File: src/rtl/neg_unit_arbiter.sv
// neg_unit_arbiter: round-robin front end for a shared two's-complement unit.
// One operand at a time is granted, latched, negated in a dedicated cycle and
// returned with the owning requester index on a valid/ready response port.
//
// state     | meaning
// ----------+----------------------------------------------------------
// S_IDLE    | waiting for any request; grant goes combinationally to winner
// S_COMPUTE | latched operand is negated into the response registers
// S_RESP    | response presented, held stable until the consumer accepts
module neg_unit_arbiter #(
  parameter int N_REQ = 4,
  parameter int WIDTH = 4,
  parameter int ID_W  = 2
) (
  input  logic                     i_clk,
  input  logic                     i_rst,
  input  logic [N_REQ-1:0]         i_req_valid,
  input  logic [N_REQ*WIDTH-1:0]   i_req_data,
  output logic [N_REQ-1:0]         o_req_ready,
  output logic                     o_rsp_valid,
  input  logic                     i_rsp_ready,
  output logic [WIDTH-1:0]         o_rsp_data,
  output logic [ID_W-1:0]          o_rsp_id,
  output logic                     o_rsp_ovf,
  output logic                     o_busy
);

  typedef enum logic [1:0] {
    S_IDLE    = 2'd0,
    S_COMPUTE = 2'd1,
    S_RESP    = 2'd2
  } state_t;

  localparam logic [WIDTH-1:0] MOST_NEG = {1'b1, {(WIDTH-1){1'b0}}};

  state_t            r_state;
  state_t            w_state_nxt;
  logic [ID_W-1:0]   r_rr_ptr;
  logic [ID_W-1:0]   r_winner;
  logic [WIDTH-1:0]  r_operand;
  logic [WIDTH-1:0]  r_rsp_data;
  logic [ID_W-1:0]   r_rsp_id;
  logic              r_rsp_ovf;

  logic [2*N_REQ-1:0] w_valid_dbl;
  logic [N_REQ-1:0]   w_valid_rot;
  logic               w_found;
  logic [ID_W-1:0]    w_winner;
  logic [ID_W:0]      w_sum;
  logic [WIDTH-1:0]   w_operand;
  logic               w_grant;
  logic               w_rsp_fire;
  logic [ID_W-1:0]    w_ptr_inc;

  // Rotate requests so bit 0 is the round-robin pointer, then take the first set bit.
  always_comb begin
    w_valid_dbl = {i_req_valid, i_req_valid} >> r_rr_ptr;
    w_valid_rot = w_valid_dbl[N_REQ-1:0];
    w_found     = 1'b0;
    w_winner    = '0;
    w_sum       = '0;
    for (int k = 0; k < N_REQ; k++) begin
      if (!w_found && w_valid_rot[k]) begin
        w_found = 1'b1;
        w_sum   = {1'b0, r_rr_ptr} + (ID_W+1)'(k);
        if (w_sum >= (ID_W+1)'(N_REQ)) begin
          w_sum = w_sum - (ID_W+1)'(N_REQ);
        end
        w_winner = w_sum[ID_W-1:0];
      end
    end
  end

  // Select the winning requester's operand.
  always_comb begin
    w_operand = '0;
    for (int k = 0; k < N_REQ; k++) begin
      if (w_winner == ID_W'(k)) begin
        w_operand = i_req_data[k*WIDTH +: WIDTH];
      end
    end
  end

  // Next-state logic, grant and handshake outputs.
  always_comb begin
    w_state_nxt = r_state;
    o_req_ready = '0;
    w_grant     = 1'b0;
    w_rsp_fire  = 1'b0;
    o_rsp_valid = 1'b0;
    o_busy      = (r_state != S_IDLE);
    case (r_state)
      S_IDLE: begin
        // Grant is suppressed while reset is asserted.
        if (w_found && !i_rst) begin
          w_grant     = 1'b1;
          o_req_ready = N_REQ'(1) << w_winner;
          w_state_nxt = S_COMPUTE;
        end
      end
      S_COMPUTE: begin
        w_state_nxt = S_RESP;
      end
      S_RESP: begin
        o_rsp_valid = 1'b1;
        if (i_rsp_ready) begin
          w_rsp_fire  = 1'b1;
          w_state_nxt = S_IDLE;
        end
      end
      default: begin
        w_state_nxt = S_IDLE;
      end
    endcase
  end

  assign w_ptr_inc = (r_winner == ID_W'(N_REQ-1)) ? '0 : r_winner + 1'b1;

  // State register.
  always_ff @(posedge i_clk) begin
    if (i_rst) begin
      r_state <= S_IDLE;
    end else begin
      r_state <= w_state_nxt;
    end
  end

  // Operand capture, negation, response hold and pointer advance.
  always_ff @(posedge i_clk) begin
    if (i_rst) begin
      r_rr_ptr   <= '0;
      r_winner   <= '0;
      r_operand  <= '0;
      r_rsp_data <= '0;
      r_rsp_id   <= '0;
      r_rsp_ovf  <= 1'b0;
    end else begin
      if (w_grant) begin
        r_operand <= w_operand;
        r_winner  <= w_winner;
      end
      if (r_state == S_COMPUTE) begin
        r_rsp_data <= ~r_operand + 1'b1;
        r_rsp_id   <= r_winner;
        r_rsp_ovf  <= (r_operand == MOST_NEG);
      end
      if (w_rsp_fire) begin
        r_rr_ptr <= w_ptr_inc;
      end
    end
  end

  assign o_rsp_data = r_rsp_data;
  assign o_rsp_id   = r_rsp_id;
  assign o_rsp_ovf  = r_rsp_ovf;

endmodule

File: config.mk
export PLATFORM = sky130hd
export DESIGN_NAME = neg_unit_arbiter
export DESIGN_NICKNAME = d
export VERILOG_FILES = /design/src/rtl/neg_unit_arbiter.sv
export SDC_FILE = /design/constraint.sdc
export NUM_CORES = 1
export LEC_CHECK = 0
export BUFFER_PORTS_ARGS = -buffer_cell sky130_fd_sc_hd__buf_2
export CAP_MARGIN = 20
export CORE_MARGIN = 3
export CORE_UTILIZATION = 52
export DETAILED_ROUTE_END_ITERATION = 8
export PLACE_DENSITY = 0.83
export SYNTH_ARGS = -nofsm -noshare
export SYNTH_HDL_FRONTEND = slang
export SYNTH_SLANG_ARGS = --single-unit
File: constraint.sdc
create_clock -name i_clk -period 2.45 [get_ports i_clk]
set_input_delay 0.1225 -clock i_clk [delete_from_list [all_inputs] [get_ports i_clk]]
set_output_delay 0.1225 -clock i_clk [all_outputs]
set_load 0.01 [all_outputs]
==> results.yml, run 1 <==
worst_setup_path:
  startpoint_type: "flop"
  path_class: "reg -> out"
  cp_max_fo: 7
  cp-end-kind: "output port"
  arrival_ps: 1810
  worst_ep_required_time_ps: 2330
cts:
  clkLatencyLatePin_ps: 290
  cts_tree: "built"
  htree_levels: 1
  numCtsBuffers: 3
  cts_resized: 0
  clockBufferDepth: 2
  cts_root_buf: "clkbuf_4"
  clkSinkCount: 17
  clk_pin_slew_ps: 90
  postCtsSetupBuffers: 0
  cts-hold-fix-buffers: 0
sta:
  hold_viol_final: 0
  setup_tns_ps: 0
  finalSetupViolCount: 0
  slew_violations: 0
  slew_headroom: 0.619
  rsz0062_at_grt: "no"
  tightest_slew_ps: 567
  finalClockSkew_ps: 10.5
  timing.final.crit_period_ps: 1930
  period_share: 0.789
  fmax_ghz: 0.518
cells_and_area:
  instances_no_fill: 173
  antenna_cells: 0
  fill_cells: 170
  drive_gt1_frac: 0.351
  final_nets: 174
  synthToLayoutAreaGrowth_pct: 20.5
route:
  drt_iter0_markers: 13
  wl_per_cell_um: 12.2
  avgViaCountPerCell: 5.30
  drc: 0
  ant_nets: 0
  routed_wl_um: 2110
  vias: 917
  dr.pass1.iters: 4
global_route:
  grt_pass1_wl_um: 3640
  overflow: 0
  track_usage: 0.187
  grt_pass1_vias: 841
  grt_antenna_before_repair: 0
  grt_max_degree: 18
flow_run:
  max-cap-violations: 0
floorplan:
  fp.dieH_um: 49.7
  core_area_sq_mm: 0.00176
  die-area_sq_mm: 0.00247
  pin_count: 36
  rows: 15
  initial_core_util: 0.564
  fp.dieW_um: 49.7
logic_synthesis:
  yosysWarnings: 0
  avgSynthCellArea_sq_um: 8.80
  netlist_area_sq_um: 995
  syn-num-nets: 138
  synth_cell_types: 33
  synth_seq_cells: 17
  synth_cells: 113
  yosysSeqAreaShare: 0.342
place:
  place_congestion: 0.826
  place.port_buffers: 35
  dp.cells: 169
  dp_hpwl_um: 1650
status:
  status: "completed"
pwr:
  irDropWorstVdd_uv: 326
  powerDensity_mw_per_mm2: 538
  p_leak_nw: 0.551
hold_path:
  worstHoldPathType: "in -> reg"
==> stage by stage <==
| step | hold slack (ps) | setup WS, ps | power, W | util | area [sq um] |
|---|---|---|---|---|---|
| 6_report | 110 | 518 | 0.000645 | 0.679 | 1200 |
| 5_1_grt | 127 | 347 | 0.000688 | 0.679 | 1200 |
| 4_1_cts | 105 | 504 | 0.000651 | 0.679 | 1200 |
| 3_5_place_dp | 418 | 719 | 0.000500 | 0.664 | 1170 |
| 3_3_place_gp | 415 | 801 | 0.000496 | 0.664 | 1170 |
| 2_1_floorplan | 282 | 969 | 0.000446 | - | 995 |
==> Yosys cell counts <==
cell type	number	area [sq um]
or2_1	1	6.26
or2_4	1	8.76
mux2i_1	9	90.1
nand2_1	5	18.8
o21a_1	1	7.51
nor2_1	18	67.6
inv_1	3	11.3
o31a_1	4	35.0
nand3_1	2	10.0
nor3_4	1	16.3
o22a_1	1	8.76
or2_2	1	6.26
a21o_1	1	7.51
nand2b_1	4	25.0
or2b_2	4	35.0
clkdlybuf4s15_2	1	11.3
a21oi_1	9	45.0
a21oi_2	1	8.76
o221a_2	1	11.3
dfxtp_1	17	340
nor2b_1	1	6.26
nor3_1	3	15.0
o221ai_1	4	35.0
xor2_1	2	17.5
and4_1	4	35.0
ha_1	2	25.0
nor3_2	1	10.0
buf_6	1	11.3
mux2i_4	1	22.5
nor4_1	1	6.26
o21ai_1	4	20.0
nor2_2	2	12.5
clkbuf_1	2	7.51
==> final timing paths <==
path | start | end | slack, ps | cells after the start
worst max-delay path | r_rr_ptr[1] | o_req_ready[0] | 520 | 6
worst min-delay path | i_rsp_ready | r_rr_ptr[1] | 110 | 3
worst max register to register | r_rr_ptr[1] | r_operand[2] | 720 | 5
worst min register to register | o_rsp_data[2] | o_rsp_data[2] | 490 | 2
==> metal layers <==
layer | routed length, um | up-vias | GRT usage
li1 | - | 480 | -
met5 | 0 | - | 0
met1 | 983 | 417 | 0.231
met4 | 17 | 0 | 0.0415
met2 | 1020 | 18 | 0.319
met3 | 92 | 2 | 0.0514
==> power breakdown <==
| group | switching [W] | internal (W) | total (W) |
|---|---|---|---|
| Clock | 0.0000906 | 0.0000607 | 0.000151 |
| Combinational | 0.0000919 | 0.0000834 | 0.000175 |
| Sequential | 0.0000186 | 0.000300 | 0.000319 |
==> state kept, by name (all words and copies together), names as in the netlist <==
signal      cells
o_rsp_data      4
o_rsp_id        2
o_rsp_ovf       1
r_operand       4
r_rr_ptr        2
r_state         2
r_winner        2
==> worst max-delay path, stage by stage (launching register included) <==
cell,delay [ps]
dfxtp_1,500
a21oi_1,110
o21a_1,190
o22a_1,220
nand2b_1,250
nor2_1,120
buf_2,140
==> cells in the final DEF (no fill, tap or decap), types with 2 or more instances in the layout <==
cell      count
a21oi_1       9
and4_1        4
buf_2        35
clkbuf_4      3
dfxtp_1      17
ha_1          2
inv_1         3
mux2i_1       9
nand2_1       5
nand2b_1      4
nand3_1       2
nor2_1       18
nor2_2        2
nor3_1        3
o21ai_1       4
o221ai_1      4
o31a_1        4
or2b_2        4
xor2_1        2
==> cell families after synthesis <==
| family | Yosys count | synth area share |
|---|---|---|
| adder cells (fa/ha/maj) | 2 | 0.0252 |
| multiplexers | 10 | 0.113 |
| buffers and inverters | 7 | 0.0415 |
| AND/OR/NAND/NOR | 49 | 0.281 |
| XOR/XNOR | 2 | 0.0176 |
| flip-flops | 17 | 0.342 |
| AO/OA/AOI/OAI | 26 | 0.180 |
==> final cells by class <==
| cell class | instances | area, sq um | share of cell area |
|---|---|---|---|
| repair buffers | 35 | 175 | 0.146 |
| clock inverters | 1 | 5.00 | 0.00418 |
| flip-flops and latches | 17 | 340 | 0.284 |
| well taps | 25 | 31.3 | 0.0261 |
| multi-input cells | 89 | 613 | 0.511 |
| inverters | 3 | 11.3 | 0.00939 |
| clock buffers | 3 | 22.5 | 0.0188 |
Note: power is estimated with default switching activity, not from simulation.
==> run 2: changes to the inputs <==
- CORE_UTILIZATION: 52 -> 43
- PLACE_DENSITY: 0.83 -> 0.74
- clock period: 2.45 -> 1.6 ns (I/O delays scaled with it)
==> results.yml, run 2 (synthesis results as in run 1) <==
status:
  status: "finished with violations"
  violations: "negative setup slack"
cells_and_area:
  final_cell_mix: "35 x buf_2, 17 x nor2_1, 15 x dfxtp_1"
  drive_gt1_frac: 0.453
  postLayoutCoreUtil: 0.641
  synthToLayoutAreaGrowth_pct: 34.2
  mostFrequentLayoutCell: "buf_2"
  final_nets: 185
  antenna_cells: 0
  fill_cells: 189
pwr:
  irDropWorstVdd_uv: 743
  p_leak_nw: 0.614
  powerDensity_mw_per_mm2: 773
floorplan:
  core_area_sq_mm: 0.00208
  rows: 16
  initial_core_util: 0.478
  fp.dieW_um: 54.1
  fp.dieH_um: 54.1
  die-area_sq_mm: 0.00293
  pin_count: 36
global_route:
  grt_max_degree: 18
  grt_antenna_before_repair: 0
  track_usage: 0.182
  grt_pass1_vias: 959
  overflow: 0
  grt_pass1_wl_um: 3840
sta:
  setup_tns_ps: -138
  holdWs_ps: 58.3
  period_share: 1.03
  finalSetupViolCount: 4
  rsz0062_at_grt: "yes"
  finalClockSkew_ps: 2.74
  slew_violations: 0
  tightest_slew_ps: 476
  timing.final.crit_period_ps: 1650
  slew_headroom: 0.682
  finalWorstSetupSlack_ps: -52.4
  hold_viol_final: 0
  fmax_ghz: 0.605
worst_setup_path:
  crit_chain: "a21oi_2 > o21a_1 > o22a_1 > nand2b_4 > nor2_1 > buf_2"
  ff2ff_path_depth: 7
  cp_max_fo: 6
  reg2reg_to: "r_operand[1]"
  r2r_slack_ps: 30
  startpoint_type: "flop"
  cp-end-kind: "output port"
  arrival_ps: 1570
  timing.rr.start: "r_rr_ptr[1]"
  path_class: "reg -> out"
  cp_slowest_cell: "dfxtp_4"
  worst_ep_required_time_ps: 1520
  slowest_delay_ps: 400
place:
  place.port_buffers: 35
  dp_hpwl_um: 1820
  place_congestion: 0.785
route:
  wl_per_cell_um: 13.2
  dr.pass1.iters: 7
  avgViaCountPerCell: 5.32
  vias: 990
  drc: 0
  routed_wl_um: 2450
  ant_nets: 0
  drt_iter0_markers: 10
hold_path:
  worstHoldPathType: "in -> reg"
  hold_depth: 3
  min_to: "r_rr_ptr[1]"
  worstHoldStart: "i_rsp_ready"
cts:
  cts_tree: "built"
  cts_root_buf: "clkbuf_4"
  clockBufferDepth: 2
  numCtsBuffers: 3
  clkSinkCount: 17
  clkLatencyLatePin_ps: 290
  clk_pin_slew_ps: 100
  htree_levels: 1
flow_run:
  max-cap-violations: 0
==> run 2: cell count changes in the layout (fill, tap and decap cells not counted), moves of 2 or more <==
cell / change
buf_4: +11
o21ai_2: +3
o21ai_1: -3
dfxtp_1: -2
==> run 2: power breakdown <==
part,switching (W),internal [W]
combinational,0.000166,0.000153
clock,0.000131,0.0000969
sequential,0.0000267,0.000458
==> run 2: how the worst max path moves through the flow <==
| stage | end | slack (ps) | startpoint |
|---|---|---|---|
| floorplan | r_operand[0] | 120 | r_rr_ptr[1] |
| global placement | r_operand[2] | -7 | r_rr_ptr[1] |
| detailed placement | r_operand[3] | -80 | r_rr_ptr[1] |
| CTS | o_req_ready[2] | -3 | r_rr_ptr[1] |
| global route | o_req_ready[0] | -130 | r_rr_ptr[1] |
| finish | o_req_ready[0] | -50 | r_rr_ptr[1] |
==> run 2: timing repair <==
action	in CTS	in global routing
hold buffers	0	0
endpoints found under the setup margin	8	4
setup buffers	5	2
resized for setup	9	5
pin swaps	2	1
==> run 2: area by class of cell <==
cell class	instances	area (sq um)	share of cell area
repair buffers	46	258	0.193
clock buffers	4	26.3	0.0197
inverters	3	11.3	0.00843
well taps	27	33.8	0.0253
multi-input cells	89	661	0.495
flip-flops and latches	17	345	0.259
==> run 2: layer usage <==
metal / track usage / share of wire / vias to the layer above
met3: 0.0499 / 0.042 / 4
met4: 0.0373 / 0.0082 / 0
met5: 0 / 0 / -
met1: 0.195 / 0.43 / 466
met2: 0.351 / 0.52 / 21
li1: - / - / 499
==> run 2: stage by stage <==
step	instances	total power (W)	worst slack (ps)	instance area [sq um]
6_report	186	0.00103	-52.4	1340
5_1_grt	186	0.00110	-129	1340
4_1_cts	184	0.00103	-3.11	1300
3_5_place_dp	175	0.000777	-79.8	1200
3_3_place_gp	175	0.000769	-6.67	1200
2_1_floorplan	113	0.000683	119	995
==> run 2: worst max-delay path, delay by kind of cell, from the launching register on <==
family | cells | cell delay, ps
AOI/OAI and AO/OA | 3 | 480
DFF | 1 | 400
buffers and inverters | 1 | 130
and+or+nand+nor | 2 | 270
